<file path="src/rtl/if_fetch_unit_if.sv">
// Fetch-unit bus: hazard requests and imem word in, fetch address, IF/ID register and perf counters out.
// The slave side is the fetch unit; the master side is the hazard logic, imem and ID-stage consumers.
interface if_fetch_unit_if #(parameter int CNT_W = 16);
   logic              load_use_stall;
   logic              branch_taken;
   logic [31:0]       branch_target;
   logic              jump;
   logic [31:0]       jump_target;
   logic [31:0]       inst_in;
   logic [31:0]       imem_addr;
   logic [31:0]       ifid_inst;
   logic [31:0]       ifid_pc4;
   logic              ifid_valid;
   logic [1:0]        fetch_state;
   logic [CNT_W-1:0]  stall_cnt;
   logic [CNT_W-1:0]  flush_cnt;

   modport master (
      output load_use_stall, branch_taken, branch_target, jump, jump_target, inst_in,
      input  imem_addr, ifid_inst, ifid_pc4, ifid_valid, fetch_state, stall_cnt, flush_cnt
   );

   modport slave (
      input  load_use_stall, branch_taken, branch_target, jump, jump_target, inst_in,
      output imem_addr, ifid_inst, ifid_pc4, ifid_valid, fetch_state, stall_cnt, flush_cnt
   );
endinterface

</file>
<file path="src/rtl/if_fetch_unit.sv">
// MIPS fetch front end: PC register plus IF/ID register; one-edge fetch latency, redirect beats stall.
// Load-use stall freezes PC and IF/ID; all outputs are registered, nothing is combinational from inputs.
module if_fetch_unit #(
   parameter logic [31:0] RESET_PC   = 32'h0000_0000,
   parameter bit          DELAY_SLOT = 1'b0,
   parameter int          CNT_W      = 16
) (
   input  logic            clk,
   input  logic            rst,
   if_fetch_unit_if.slave  bus
);
   typedef enum logic [1:0] {
      BOOT  = 2'd0,
      RUN   = 2'd1,
      STALL = 2'd2,
      FLUSH = 2'd3
   } state_t;

   localparam logic [CNT_W-1:0] CNT_ONE = {{(CNT_W-1){1'b0}}, 1'b1};
   localparam logic [CNT_W-1:0] CNT_MAX = {CNT_W{1'b1}};

   state_t           state;
   logic [31:0]      pc;
   logic [31:0]      ifid_inst;
   logic [31:0]      ifid_pc4;
   logic             ifid_valid;
   logic [CNT_W-1:0] stall_cnt;
   logic [CNT_W-1:0] flush_cnt;

   logic [31:0] pc_plus4;
   logic        redirect;
   logic [31:0] redirect_pc;

   assign pc_plus4 = pc + 32'd4;
   assign redirect = bus.jump | bus.branch_taken;
   // Jump has priority over a simultaneous taken branch; targets are word aligned.
   assign redirect_pc = (bus.jump ? bus.jump_target : bus.branch_target) & ~32'd3;

   always_ff @(posedge clk) begin
      if (rst) begin
         pc         <= RESET_PC;
         ifid_inst  <= 32'd0;
         ifid_pc4   <= 32'd0;
         ifid_valid <= 1'b0;
         stall_cnt  <= '0;
         flush_cnt  <= '0;
         state      <= BOOT;
      end else if (redirect) begin
         pc <= redirect_pc;
         if (DELAY_SLOT) begin
            ifid_inst  <= bus.inst_in;
            ifid_pc4   <= pc_plus4;
            ifid_valid <= 1'b1;
         end else begin
            ifid_inst  <= 32'd0;
            ifid_pc4   <= 32'd0;
            ifid_valid <= 1'b0;
         end
         if (flush_cnt != CNT_MAX) begin
            flush_cnt <= flush_cnt + CNT_ONE;
         end
         state <= FLUSH;
      end else if (bus.load_use_stall) begin
         if (stall_cnt != CNT_MAX) begin
            stall_cnt <= stall_cnt + CNT_ONE;
         end
         state <= STALL;
      end else begin
         pc         <= pc_plus4;
         ifid_inst  <= bus.inst_in;
         ifid_pc4   <= pc_plus4;
         ifid_valid <= 1'b1;
         state      <= RUN;
      end
   end

   assign bus.imem_addr   = pc;
   assign bus.ifid_inst   = ifid_inst;
   assign bus.ifid_pc4    = ifid_pc4;
   assign bus.ifid_valid  = ifid_valid;
   assign bus.fetch_state = state;
   assign bus.stall_cnt   = stall_cnt;
   assign bus.flush_cnt   = flush_cnt;
endmodule

</file>
<file path="src/flat_wrapper.sv">
// flat-port wrapper written by rule: the top's interface ports become plain ports
module if_fetch_unit_flat 
#(
   parameter logic [31:0] RESET_PC   = 32'h0000_0000,
   parameter bit          DELAY_SLOT = 1'b0,
   parameter int          CNT_W      = 16
)
  (clk, rst, bus_load_use_stall, bus_branch_taken, bus_branch_target, bus_jump, bus_jump_target, bus_inst_in, bus_imem_addr, bus_ifid_inst, bus_ifid_pc4, bus_ifid_valid, bus_fetch_state, bus_stall_cnt, bus_flush_cnt);
  if_fetch_unit_if #(.CNT_W(CNT_W)) bus_i ();
  input  logic clk;
  input  logic rst;
  input wire logic [$bits(bus_i.load_use_stall)-1:0] bus_load_use_stall;
  input wire logic [$bits(bus_i.branch_taken)-1:0] bus_branch_taken;
  input wire logic [$bits(bus_i.branch_target)-1:0] bus_branch_target;
  input wire logic [$bits(bus_i.jump)-1:0] bus_jump;
  input wire logic [$bits(bus_i.jump_target)-1:0] bus_jump_target;
  input wire logic [$bits(bus_i.inst_in)-1:0] bus_inst_in;
  output wire logic [$bits(bus_i.imem_addr)-1:0] bus_imem_addr;
  output wire logic [$bits(bus_i.ifid_inst)-1:0] bus_ifid_inst;
  output wire logic [$bits(bus_i.ifid_pc4)-1:0] bus_ifid_pc4;
  output wire logic [$bits(bus_i.ifid_valid)-1:0] bus_ifid_valid;
  output wire logic [$bits(bus_i.fetch_state)-1:0] bus_fetch_state;
  output wire logic [$bits(bus_i.stall_cnt)-1:0] bus_stall_cnt;
  output wire logic [$bits(bus_i.flush_cnt)-1:0] bus_flush_cnt;
  assign bus_i.load_use_stall = bus_load_use_stall;
  assign bus_i.branch_taken = bus_branch_taken;
  assign bus_i.branch_target = bus_branch_target;
  assign bus_i.jump = bus_jump;
  assign bus_i.jump_target = bus_jump_target;
  assign bus_i.inst_in = bus_inst_in;
  assign bus_imem_addr = bus_i.imem_addr;
  assign bus_ifid_inst = bus_i.ifid_inst;
  assign bus_ifid_pc4 = bus_i.ifid_pc4;
  assign bus_ifid_valid = bus_i.ifid_valid;
  assign bus_fetch_state = bus_i.fetch_state;
  assign bus_stall_cnt = bus_i.stall_cnt;
  assign bus_flush_cnt = bus_i.flush_cnt;
  if_fetch_unit #(.RESET_PC(RESET_PC), .DELAY_SLOT(DELAY_SLOT), .CNT_W(CNT_W)) u_core (.clk(clk), .rst(rst), .bus(bus_i));
endmodule
</file>
<file path="config.mk">
export PLATFORM = sky130hd
export DESIGN_NAME = if_fetch_unit_flat
export DESIGN_NICKNAME = d
export VERILOG_FILES = /design/src/rtl/if_fetch_unit_if.sv /design/src/rtl/if_fetch_unit.sv /design/src/flat_wrapper.sv
export SDC_FILE = /design/constraint.sdc
export NUM_CORES = 1
export LEC_CHECK = 0
export BUFFER_PORTS_ARGS = -buffer_cell sky130_fd_sc_hd__buf_4
export CORE_MARGIN = 3
export CORE_UTILIZATION = 55
export CTS_BUF_LIST = sky130_fd_sc_hd__clkbuf_2
export DETAILED_ROUTE_END_ITERATION = 8
export GPL_TIMING_DRIVEN = 0
export PLACE_DENSITY_LB_ADDON = 0.1
export SYNTH_ARGS = -nofsm -noshare
export SYNTH_HDL_FRONTEND = slang
export SYNTH_SLANG_ARGS = --single-unit
</file>
<file path="constraint.sdc">
create_clock -name clk -period 2.95 [get_ports clk]
set_input_delay 0.59 -clock clk [delete_from_list [all_inputs] [get_ports clk]]
set_output_delay 0.59 -clock clk [all_outputs]
set_load 0.02 [all_outputs]
</file>
==> out/results.ini <==
[setup_path]
rr_startpoint = u_core.bus.imem_addr[2]$_SDFFE_PP0N_
crit_type = reg -> reg
start_kind = register
required_ns = 3.61
worstPathMaxFanout = 7
end_kind = register
reg2reg_to = u_core.bus.ifid_pc4[30]$_SDFFE_PP0N_
critical_path.cell_chain = ha_1 > nand3_1 > nor4_4 > nand3_1 > xor2_1 > a211oi_1
cp_common_cell = nand3_1
crit_path_max_incr_delay_ns = 0.52
worstPathArrival_ns = 2.85
cp_slowest_cell = dfxtp_1
worstRegToRegCells = 6
ff2ff_setup_slack_ns = 0.76

[route]
drt-initial-drc-count = 464
drcViolationCount = 0
final_antenna_net_count = 0
wl_per_cell_um = 17.8
drt_wl_total_mm = 19.5
dr.pass1.iters = 6
avgViaCountPerCell = 5.69
via_count = 6241

[cells_and_area]
fin_area_um2 = 8130
drive_above_1_share = 0.297
nNetsFinal = 1051
layout_common_cells = buf_4 (226), dfxtp_1 (127), nor2_1 (106)
syn_to_final_growth_pct = 34.4
antenna_cells = 0
num-fill-cells = 830
layout_commonest_cell = buf_4

[power]
switchingPower_mw = 1.06
pwr-share-clk = 0.307
p_total_mw = 3.46
peakVddDrop_mv = 0.365
combPwrFrac = 0.164
power_frac_seq = 0.529
intPower_mw = 2.40
p_per_area_nw_per_um2 = 426
leakage_nw = 3.49
switching_share = 0.306

[die]
ios = 232
rows = 37
die_y_um = 111
die-area_um2 = 12300
core_um2 = 10500
start_util = 0.575
die_w_um = 111

[yosys]
yosysSeqAreaShare = 0.421
syn_inst = 703
avgSynthCellArea_um2 = 8.60
synth-async-reset-ratio = 0
synth-seq-cells = 127
synthFlopType = dfxtp_1
syn_area_um2 = 6040
yosysWarnings = 0
synth-edff-count = 0
ys_types = 53

[min_path]
hold-path-cell-count = 3
worstHoldStart = bus_inst_in[14]
hold_class = in -> reg
holdPathEnd = u_core.bus.ifid_inst[14]$_SDFFE_PP0N_

[global_route]
grt_max_degree = 17
track_usage = 0.313
antenna_found_initial = 0
grt_first_pass_wirelength_mm = 30.9
first_global_vias = 6149
grt_remaining_overflow = 0

[sta]
timing.slew.headroom = 0.489
slew_viol_final = 0
min_period_ns = 2.19
timing.fmax_mhz = 457
rsz0062_at_grt = no
final_hold_viol_count = 0
fin_crit_sh = 0.741
setup_violations = 0
tightest_slew_ns = 0.767
hold_ws_ns = 0.0784
fin_skew_ns = 0.0322
setup_tns_ns = 0

[run_status]
outcome = complete, no violations

[clock_network]
cts_made_buffers = 17
hold_buffers = 0
cts_setup_buffers = 0
cts_tree = built
cts_sinks = 127
clk_path_buf_depth = 2
cts.clk_slew.worst_paths_ns = 0.19
worstSkewPairLatency_ns = 0.74
cts_resized = 0
cts_root_buf = clkbuf_2
htreeDepth = 4

[flow_run]
cap_violations = 0

[place]
io_buffers = 222
routabilityCongestion = 0.927
placed_area_um2 = 7890
hpwl_mm = 14.8

## worst max-delay path by stage
stage                                     startpoint                                    end  slack [ns]  cells after the start
2_1_floorplan   u_core.bus.imem_addr[2]$_SDFFE_PP0N_  u_core.bus.imem_addr[20]$_SDFFE_PP0N_        0.97                      6
3_3_place_gp                        bus_branch_taken   u_core.bus.imem_addr[6]$_SDFFE_PP0N_        0.59                      8
3_5_place_dp                      bus_load_use_stall  u_core.bus.ifid_inst[13]$_SDFFE_PP0N_        0.54                      6
4_1_cts        u_core.bus.imem_addr[10]$_SDFFE_PP0N_                      bus_imem_addr[10]        0.80                      1
5_1_grt         u_core.bus.imem_addr[2]$_SDFFE_PP0N_   u_core.bus.ifid_pc4[26]$_SDFFE_PP0N_        0.60                      6
6_report        u_core.bus.imem_addr[2]$_SDFFE_PP0N_   u_core.bus.ifid_pc4[30]$_SDFFE_PP0N_        0.76                      6
## registers in the layout, indices dropped and copies added, names as in the netlist
register / cells
u_core.bus.flush_cnt: 16
u_core.bus.ifid_valid: 1
u_core.bus.fetch_state: 2
u_core.bus.ifid_inst: 32
u_core.bus.stall_cnt: 16
u_core.bus.imem_addr: 30
u_core.bus.ifid_pc4: 30
## cells by family (layout without fill, tap and decap cells)
family	count (synthesis)	count (layout)	share of synthesized area
AND/OR/NAND/NOR	288	288	0.246
flip-flops	127	127	0.421
AO/OA/AOI/OAI	120	120	0.124
XOR/XNOR	64	64	0.0927
buffers and inverters	59	313	0.0416
multiplexers	41	41	0.0679
adder cells (fa/ha/maj)	3	3	0.00621
other	1	4	0.000620
## final cells by class
type	instances	area [µm²]	area share
Multi-Input combinational cell	520	3260	0.401
Sequential cell	127	2540	0.313
Timing Repair Buffer	222	1670	0.205
Buffer	53	229	0.0282
Tap cell	136	170	0.0209
Clock inverter	15	148	0.0182
Clock buffer	17	85.1	0.0105
Inverter	6	22.5	0.00277
## critical path, delay by kind of cell (launching register included)
| kind | cells | cell delay [ns] |
|---|---|---|
| AO/OA/AOI/OAI | 1 | 0.24 |
| XOR/XNOR | 1 | 0.20 |
| adder cells (fa/ha/maj) | 1 | 0.27 |
| flip-flops | 1 | 0.52 |
| AND/OR/NAND/NOR | 3 | 0.89 |
## through the flow
stage	util	setup slack [ns]	cells
3_3_place_gp	0.751	0.589	1064
2_1_floorplan	-	0.972	706
6_report	0.773	0.764	1096
5_1_grt	0.773	0.603	1096
4_1_cts	0.773	0.805	1096
3_5_place_dp	0.751	0.542	1064
## routing by layer
metal / vias to the layer above / GRT usage / share of wire
met2: 332 / 0.502 / 0.47
met1: 2877 / 0.368 / 0.38
met3: 78 / 0.111 / 0.11
met4: 0 / 0.163 / 0.042
met5: - / 0 / 0
li1: 2954 / - / -
## cells in the mapped netlist, drive strengths merged (15+ instances only)
library cell | instances | area (µm²)
a211oi | 16 | 125
a21oi | 51 | 255
buf | 24 | 120
clkbuf | 29 | 109
dfxtp | 127 | 2540
mux2i | 41 | 410
nand2 | 58 | 218
nand3 | 24 | 120
nand4 | 19 | 161
nor2 | 108 | 410
nor3 | 15 | 75.1
o22ai | 18 | 113
xnor2 | 30 | 263
xor2 | 34 | 298
## power by group through the flow
stage	Clock (mW)	Combinational, mW	Sequential, mW
after floorplan	0	0.238	1.91
after global placement	0	0.542	1.86
after detailed placement	0	0.559	1.87
after CTS	1.07	0.561	1.83
after global routing	1.15	0.605	1.84
final	1.06	0.567	1.83
(Power assumes the default switching activity.)
